### src/rtl/mem_issue_queue.sv
// mem_issue_queue
//   Small memory-op issue queue feeding the AGU. Holds DEPTH micro-ops,
//   tracks source readiness from the writeback bus, drops entries on branch
//   kill, and issues one ready entry per cycle into a registered packet.
//
//   Optional build macro: MEM_IQ_AGE_ORDER_EN
//     defined   -> oldest issuable entry is selected (per-entry age count)
//     undefined -> lowest-index issuable entry is selected
//
// Ports
//   i_clk, i_rst_n        clock, async active-low reset
//   i_val / o_ready       enqueue handshake (o_ready = queue not full)
//   i_uop .. i_imm        micro-op payload
//   i_rs1/i_rs2           source register addresses
//   i_rdy1/i_rdy2         source already available, value on i_op1/i_op2
//   i_wb_val/addr/data    writeback wakeup bus
//   i_brkill              mispredicted branch vector
//   o_instr               {val[1:0], uop, tag, brmask, rd, func, imm, op2, op1}
module mem_issue_queue #(
    parameter int WIDTH_REG = 5,
    parameter int WIDTH_BRM = 4,
    parameter int WIDTH_TAG = 4,
    parameter int WIDTH_IQ  = 2,
    localparam int NUM_BR   = 2**WIDTH_BRM,
    localparam int DEPTH    = 2**WIDTH_IQ,
    localparam int WIDTH    = 2 + 7 + WIDTH_TAG + NUM_BR + WIDTH_REG + 10 + 96
) (
    input  logic                 i_clk,
    input  logic                 i_rst_n,
    input  logic                 i_val,
    output logic                 o_ready,
    input  logic [6:0]           i_uop,
    input  logic [WIDTH_TAG-1:0] i_tag,
    input  logic [NUM_BR-1:0]    i_brmask,
    input  logic [WIDTH_REG-1:0] i_rd,
    input  logic [9:0]           i_func,
    input  logic [31:0]          i_imm,
    input  logic [WIDTH_REG-1:0] i_rs1,
    input  logic [WIDTH_REG-1:0] i_rs2,
    input  logic                 i_rdy1,
    input  logic                 i_rdy2,
    input  logic [31:0]          i_op1,
    input  logic [31:0]          i_op2,
    input  logic                 i_wb_val,
    input  logic [WIDTH_REG-1:0] i_wb_addr,
    input  logic [31:0]          i_wb_data,
    input  logic [NUM_BR-1:0]    i_brkill,
    output logic [WIDTH-1:0]     o_instr
);

    localparam logic [6:0] UOP_LOAD  = 7'b0000011;
    localparam logic [6:0] UOP_STORE = 7'b0100011;

    logic [DEPTH-1:0]     ent_val;
    logic [DEPTH-1:0]     ent_rdy1;
    logic [DEPTH-1:0]     ent_rdy2;
    logic [6:0]           ent_uop    [DEPTH];
    logic [WIDTH_TAG-1:0] ent_tag    [DEPTH];
    logic [NUM_BR-1:0]    ent_brmask [DEPTH];
    logic [WIDTH_REG-1:0] ent_rd     [DEPTH];
    logic [9:0]           ent_func   [DEPTH];
    logic [31:0]          ent_imm    [DEPTH];
    logic [WIDTH_REG-1:0] ent_rs1    [DEPTH];
    logic [WIDTH_REG-1:0] ent_rs2    [DEPTH];
    logic [31:0]          ent_op1    [DEPTH];
    logic [31:0]          ent_op2    [DEPTH];
`ifdef MEM_IQ_AGE_ORDER_EN
    logic [WIDTH_IQ:0]    ent_age    [DEPTH];
    logic [WIDTH_IQ:0]    best_age;
`endif

    logic                 wb_hit;
    logic [DEPTH-1:0]     killed;
    logic [DEPTH-1:0]     issuable;
    logic [DEPTH-1:0]     wake1;
    logic [DEPTH-1:0]     wake2;
    logic                 sel_any;
    logic [DEPTH-1:0]     sel_oh;
    logic [WIDTH_IQ-1:0]  sel_idx;
    logic [1:0]           sel_class;
    logic [WIDTH-1:0]     instr_d;
    logic                 enq_acc;
    logic                 enq_wr;
    logic [WIDTH_IQ-1:0]  enq_idx;
    logic                 enq_rdy1;
    logic                 enq_rdy2;
    logic [31:0]          enq_op1;
    logic [31:0]          enq_op2;

    // Register 0 is hardwired zero, so it never produces a wakeup.
    assign wb_hit  = i_wb_val && (i_wb_addr != '0);
    assign o_ready = ~&ent_val;
    assign enq_acc = i_val && o_ready;
    assign enq_wr  = enq_acc && ((i_brmask & i_brkill) == '0);

    always_comb begin
        killed   = '0;
        issuable = '0;
        wake1    = '0;
        wake2    = '0;
        for (int i = 0; i < DEPTH; i++) begin
            killed[i]   = |(ent_brmask[i] & i_brkill);
            issuable[i] = ent_val[i] && !killed[i] && ent_rdy1[i] &&
                          ((ent_uop[i] != UOP_STORE) || ent_rdy2[i]);
            wake1[i]    = ent_val[i] && wb_hit && !ent_rdy1[i] && (ent_rs1[i] == i_wb_addr);
            wake2[i]    = ent_val[i] && wb_hit && !ent_rdy2[i] && (ent_rs2[i] == i_wb_addr);
        end
    end

    // Strict compare keeps the lowest index on an age tie.
    always_comb begin
        sel_any = 1'b0;
        sel_idx = '0;
        sel_oh  = '0;
`ifdef MEM_IQ_AGE_ORDER_EN
        best_age = '0;
`endif
        for (int i = 0; i < DEPTH; i++) begin
`ifdef MEM_IQ_AGE_ORDER_EN
            if (issuable[i] && (!sel_any || (ent_age[i] > best_age))) begin
                best_age = ent_age[i];
`else
            if (issuable[i] && !sel_any) begin
`endif
                sel_any = 1'b1;
                sel_idx = WIDTH_IQ'(i);
            end
        end
        if (sel_any) begin
            sel_oh[sel_idx] = 1'b1;
        end
    end

    always_comb begin
        sel_class = 2'b00;
        if (ent_uop[sel_idx] == UOP_LOAD) begin
            sel_class = 2'b01;
        end else if (ent_uop[sel_idx] == UOP_STORE) begin
            sel_class = 2'b11;
        end
        instr_d = '0;
        if (sel_any) begin
            instr_d = {sel_class, ent_uop[sel_idx], ent_tag[sel_idx], ent_brmask[sel_idx],
                       ent_rd[sel_idx], ent_func[sel_idx], ent_imm[sel_idx],
                       ent_op2[sel_idx], ent_op1[sel_idx]};
        end
    end

    // Lowest free slot: scan downwards so the lowest index is written last.
    always_comb begin
        enq_idx = '0;
        for (int i = DEPTH - 1; i >= 0; i--) begin
            if (!ent_val[i]) begin
                enq_idx = WIDTH_IQ'(i);
            end
        end
    end

    // Source capture at enqueue: r0 forces zero, otherwise a same-cycle
    // writeback is folded in so the entry never misses its wakeup.
    always_comb begin
        enq_rdy1 = i_rdy1;
        enq_op1  = i_op1;
        enq_rdy2 = i_rdy2;
        enq_op2  = i_op2;
        if (i_rs1 == '0) begin
            enq_rdy1 = 1'b1;
            enq_op1  = '0;
        end else if (!i_rdy1 && wb_hit && (i_wb_addr == i_rs1)) begin
            enq_rdy1 = 1'b1;
            enq_op1  = i_wb_data;
        end
        if (i_rs2 == '0) begin
            enq_rdy2 = 1'b1;
            enq_op2  = '0;
        end else if (!i_rdy2 && wb_hit && (i_wb_addr == i_rs2)) begin
            enq_rdy2 = 1'b1;
            enq_op2  = i_wb_data;
        end
    end

    // The enqueue slot is always currently free, so it never collides with
    // the kill/issue clears of a live entry.
    always_ff @(posedge i_clk or negedge i_rst_n) begin
        if (!i_rst_n) begin
            ent_val <= '0;
            o_instr <= '0;
        end else begin
            o_instr <= instr_d;
            for (int i = 0; i < DEPTH; i++) begin
                if (killed[i] || sel_oh[i]) begin
                    ent_val[i] <= 1'b0;
                end
            end
            if (enq_wr) begin
                ent_val[enq_idx] <= 1'b1;
            end
        end
    end

    // Payload is qualified by ent_val everywhere, so it carries no reset.
    always_ff @(posedge i_clk) begin
        for (int i = 0; i < DEPTH; i++) begin
            if (wake1[i]) begin
                ent_rdy1[i] <= 1'b1;
                ent_op1[i]  <= i_wb_data;
            end
            if (wake2[i]) begin
                ent_rdy2[i] <= 1'b1;
                ent_op2[i]  <= i_wb_data;
            end
`ifdef MEM_IQ_AGE_ORDER_EN
            if (enq_acc && (ent_age[i] != '1)) begin
                ent_age[i] <= ent_age[i] + 1'b1;
            end
`endif
        end
        if (enq_wr) begin
            ent_uop[enq_idx]    <= i_uop;
            ent_tag[enq_idx]    <= i_tag;
            ent_brmask[enq_idx] <= i_brmask;
            ent_rd[enq_idx]     <= i_rd;
            ent_func[enq_idx]   <= i_func;
            ent_imm[enq_idx]    <= i_imm;
            ent_rs1[enq_idx]    <= i_rs1;
            ent_rs2[enq_idx]    <= i_rs2;
            ent_rdy1[enq_idx]   <= enq_rdy1;
            ent_rdy2[enq_idx]   <= enq_rdy2;
            ent_op1[enq_idx]    <= enq_op1;
            ent_op2[enq_idx]    <= enq_op2;
`ifdef MEM_IQ_AGE_ORDER_EN
            ent_age[enq_idx]    <= '0;
`endif
        end
    end

endmodule

### config.mk
export PLATFORM = sky130hd
export DESIGN_NAME = mem_issue_queue
export DESIGN_NICKNAME = d
export VERILOG_FILES = /design/src/rtl/mem_issue_queue.sv
export SDC_FILE = /design/constraint.sdc
export NUM_CORES = 1
export LEC_CHECK = 0
export BUFFER_PORTS_ARGS = -buffer_cell sky130_fd_sc_hd__buf_2
export CAP_MARGIN = 20
export CORE_ASPECT_RATIO = 1.4
export CORE_MARGIN = 2
export CORE_UTILIZATION = 45
export DETAILED_ROUTE_END_ITERATION = 16
export PLACE_DENSITY = 0.62
export RECOVER_POWER = 25
export SYNTH_ARGS = -nofsm -noshare
export SYNTH_HDL_FRONTEND = slang
export SYNTH_SLANG_ARGS = --single-unit
### constraint.sdc
create_clock -name i_clk -period 4.4 [get_ports i_clk]
set_input_delay 0.44 -clock i_clk [delete_from_list [all_inputs] [get_ports i_clk]]
set_output_delay 0.44 -clock i_clk [all_outputs]
set_load 0.1 [all_outputs]
==> impl_metrics.json <==
{
  "hpwlAfterDp_microns": 53000,
  "start_util_pct": 45.6,
  "path_max_fanout": 48,
  "cts_made_buffers": 72,
  "postCtsResizedCells": 0,
  "holdCritPathClass": "input port to register",
  "netlist_instances": 2125,
  "power.total_mw": 14.5,
  "ant_nets": 0,
  "avgViaCountPerCell": 6.02,
  "leakage_nw": 13.4,
  "skew_ns": 0.0259,
  "synth_most_common_cell": "edfxtp_1",
  "wl_microns": 87700,
  "antenna_found_initial": 22,
  "cts_max_level": 3,
  "synthTopCellsByArea": "edfxtp_1, dfrtp_1, nand2_1",
  "r2r_setup_slack_ns": 0.85,
  "setup_tns_ns": 0,
  "relSlewSlack_pct": -103,
  "tritoncts": "done",
  "drt_first_pass_iters": 6,
  "io_pins": 348,
  "syn_area_sq_mm": 0.0294,
  "timing.final.crit_share_pct": 80.7,
  "async_reset_ff_share_pct": 19.4,
  "min_delay_worst_endpoint": "ent_func[2][1]",
  "rsz0062_at_grt": "no",
  "seq_area_sq_mm": 0.0215,
  "grt_pass1_wl_microns": 129000,
  "min_from": "i_func[1]",
  "critPathKind": "register to register",
  "num_vias": 20144,
  "overflow": 0,
  "synth_top_area_share_pct": 60.5,
  "grt_pass1_vias": 20510,
  "drt_iter0_markers": 2027,
  "multi_input_area_sq_mm": 0.00707,
  "clk_pin_slew_ns": 0.06,
  "gr-usage-all-layers_pct": 25.8,
  "die-area_sq_mm": 0.0674,
  "worstMarginPinSlew_ns": 3.04,
  "wl_per_cell_microns": 26.2,
  "cap_violations": 1,
  "cts_root_buf": "clkbuf_16",
  "die_x_microns": 220,
  "yosysUniqueCellTypes": 55,
  "nNetsFinal": 2649,
  "start_kind": "register",
  "clock-sinks": 744,
  "max_freq_mhz": 282,
  "hold_viol_final": 0,
  "grt_start_max_net_pins": 94,
  "arrival_ns": 4.07,
  "peakVddDrop_mv": 0.278,
  "r2r_start": "ent_brmask[1][3]",
  "finalCriticalPeriod_ns": 3.55,
  "die_y_microns": 306,
  "drcViolationCount": 0,
  "area_growth_syn_to_layout_pct": 18.3,
  "clkLatencyLatePin_ns": 0.63,
  "ff2ff_path_depth": 8,
  "power_density_mw_per_mm2": 419,
  "cts_max_path_buffers": 3,
  "layout-drive-gt1-share_pct": 17.9,
  "rows": 110,
  "violations": "max-capacitance violations, max-slew violations",
  "place_congestion": 0.892,
  "synth_common_cells": "edfxtp_1, nand2_1, a22o_1, a22oi_1, dfrtp_1",
  "fill_cells": 5301,
  "end_kind": "register",
  "status": "finished with violations",
  "setup_viol": 0,
  "ys_warn_count": 0,
  "yosysTopAreaCell": "edfxtp_1",
  "syn_nets": 2332,
  "core_sq_mm": 0.0644,
  "r2r-end": "o_instr[139]",
  "synth_top_flop_cell": "edfxtp_1",
  "syn_avg_cell_area_sq_um": 13.8,
  "whs_path_depth": 1,
  "seq_area_frac_synth_pct": 73.3,
  "slew_violations": 93,
  "synth_edf_count": 592,
  "ys_seq_elements": 744,
  "required_ns": 4.91,
  "port_buffers": 347
}
power breakdown:
group	switching, mW	leakage [nW]	internal, mW	total (mW)
clock network	2.66	1.22	3.81	6.48
logic	0.283	4.77	0.180	0.462
registers	0.00515	7.40	7.61	7.61
total	2.95	13.4	11.6	14.5
worst max path at each step:
stage	from	end	slack (ns)	cells past startpoint
3_3_place_gp	i_brkill[1]	ent_op1[1][20]	0.69	9
2_1_floorplan	ent_val[1]	ent_op1[1][0]	0.1	8
5_1_grt	i_rst_n	o_instr[51]	0.73	2
6_report	ent_brmask[1][3]	o_instr[139]	0.85	8
4_1_cts	ent_uop[2][4]	o_instr[139]	0.94	8
3_5_place_dp	i_brkill[1]	ent_op1[3][16]	0.70	9
final cells by class:
class / instances / area share [%]
inverter: 42 / 0.483
sequential: 744 / 62.0
clock buffer: 105 / 6.04
clock inverter: 29 / 1.15
timing repair buffer: 414 / 6.96
antenna: 3 / 0.0216
tap: 840 / 3.02
multi-input combinational: 1168 / 20.3
timing repair:
action                                 4_1_cts  5_1_grt
endpoints found under the hold margin      128        0
hold buffers                                28        0
buffers inserted                             0        0
critical path: stages, from the launching register on:
cell and delay [ns]:
edfxtp_1 0.43, a22oi_1 0.20, nand2_1 0.17, nor3_1 0.71
nand2_1 0.37, a21o_4 0.55, a222oi_1 0.74, nor4_2 0.09
and4_1 0.18
metal layers:
layer | vias to the layer above | wire (microns) | part of all wire (%) | global-route usage [%]
met2 | 986 | 44000 | 50 | 43.4
li1 | 8743 | - | - | -
met4 | 32 | 3420 | 3.9 | 11.8
met3 | 237 | 7210 | 8.2 | 5.72
met1 | 10146 | 32800 | 37 | 31.7
met5 | - | 220 | 0.25 | 0
through the flow:
step / hold WS [ns] / area (sq um) / utilization, % / setup WS, ns / std cells
after global routing: 0.0766 / 34700 / 53.9 / 0.728 / 3343
after detailed placement: 0.499 / 32100 / 49.8 / 0.702 / 3180
after floorplan: 0.144 / 29400 / - / 0.0955 / 2125
after CTS: 0.000428 / 34900 / 54.1 / 0.943 / 3342
after global placement: 0.488 / 32100 / 49.8 / 0.686 / 3180
final: 0.0887 / 34700 / 53.9 / 0.849 / 3345
sequential cells by signal, summed over array words and instances (netlist names), 28 cells and up:
name / cells
ent_uop: 28
o_instr: 140
ent_func: 40
ent_brmask: 64
ent_op2: 128
ent_op1: 128
ent_imm: 128
placed cells by master, fill, tap and decap left out, types with 6 or more instances in the layout:
cell type / count
o21ai_1: 35
clkbuf_16: 74
buf_4: 22
dfrtp_1: 144
bufinv_16: 8
a22o_1: 163
edfxtp_1: 592
buf_2: 262
clkbuf_8: 13
nand3_1: 37
buf_12: 17
inv_1: 38
clkinv_2: 11
nor2_1: 10
a22oi_1: 152
a222oi_1: 13
nor4_1: 11
nand2_1: 381
clkbuf_1: 102
nand4_1: 15
xnor2_1: 36
o21ai_0: 83
a21oi_1: 11
dfxtp_1: 8
xor2_1: 14
dlygate4sd3_1: 28
a31oi_1: 125
or2_2: 6
nand2_2: 8
kinds of logic after synthesis:
logic type	after synthesis	synth area share [%]
AO/OA/AOI/OAI	606	14.8
XOR/XNOR	50	1.49
buffers and inverters	213	2.93
flip-flops	744	73.3
AND/OR/NAND/NOR	512	7.49
Power figures use the tool's default switching activity.
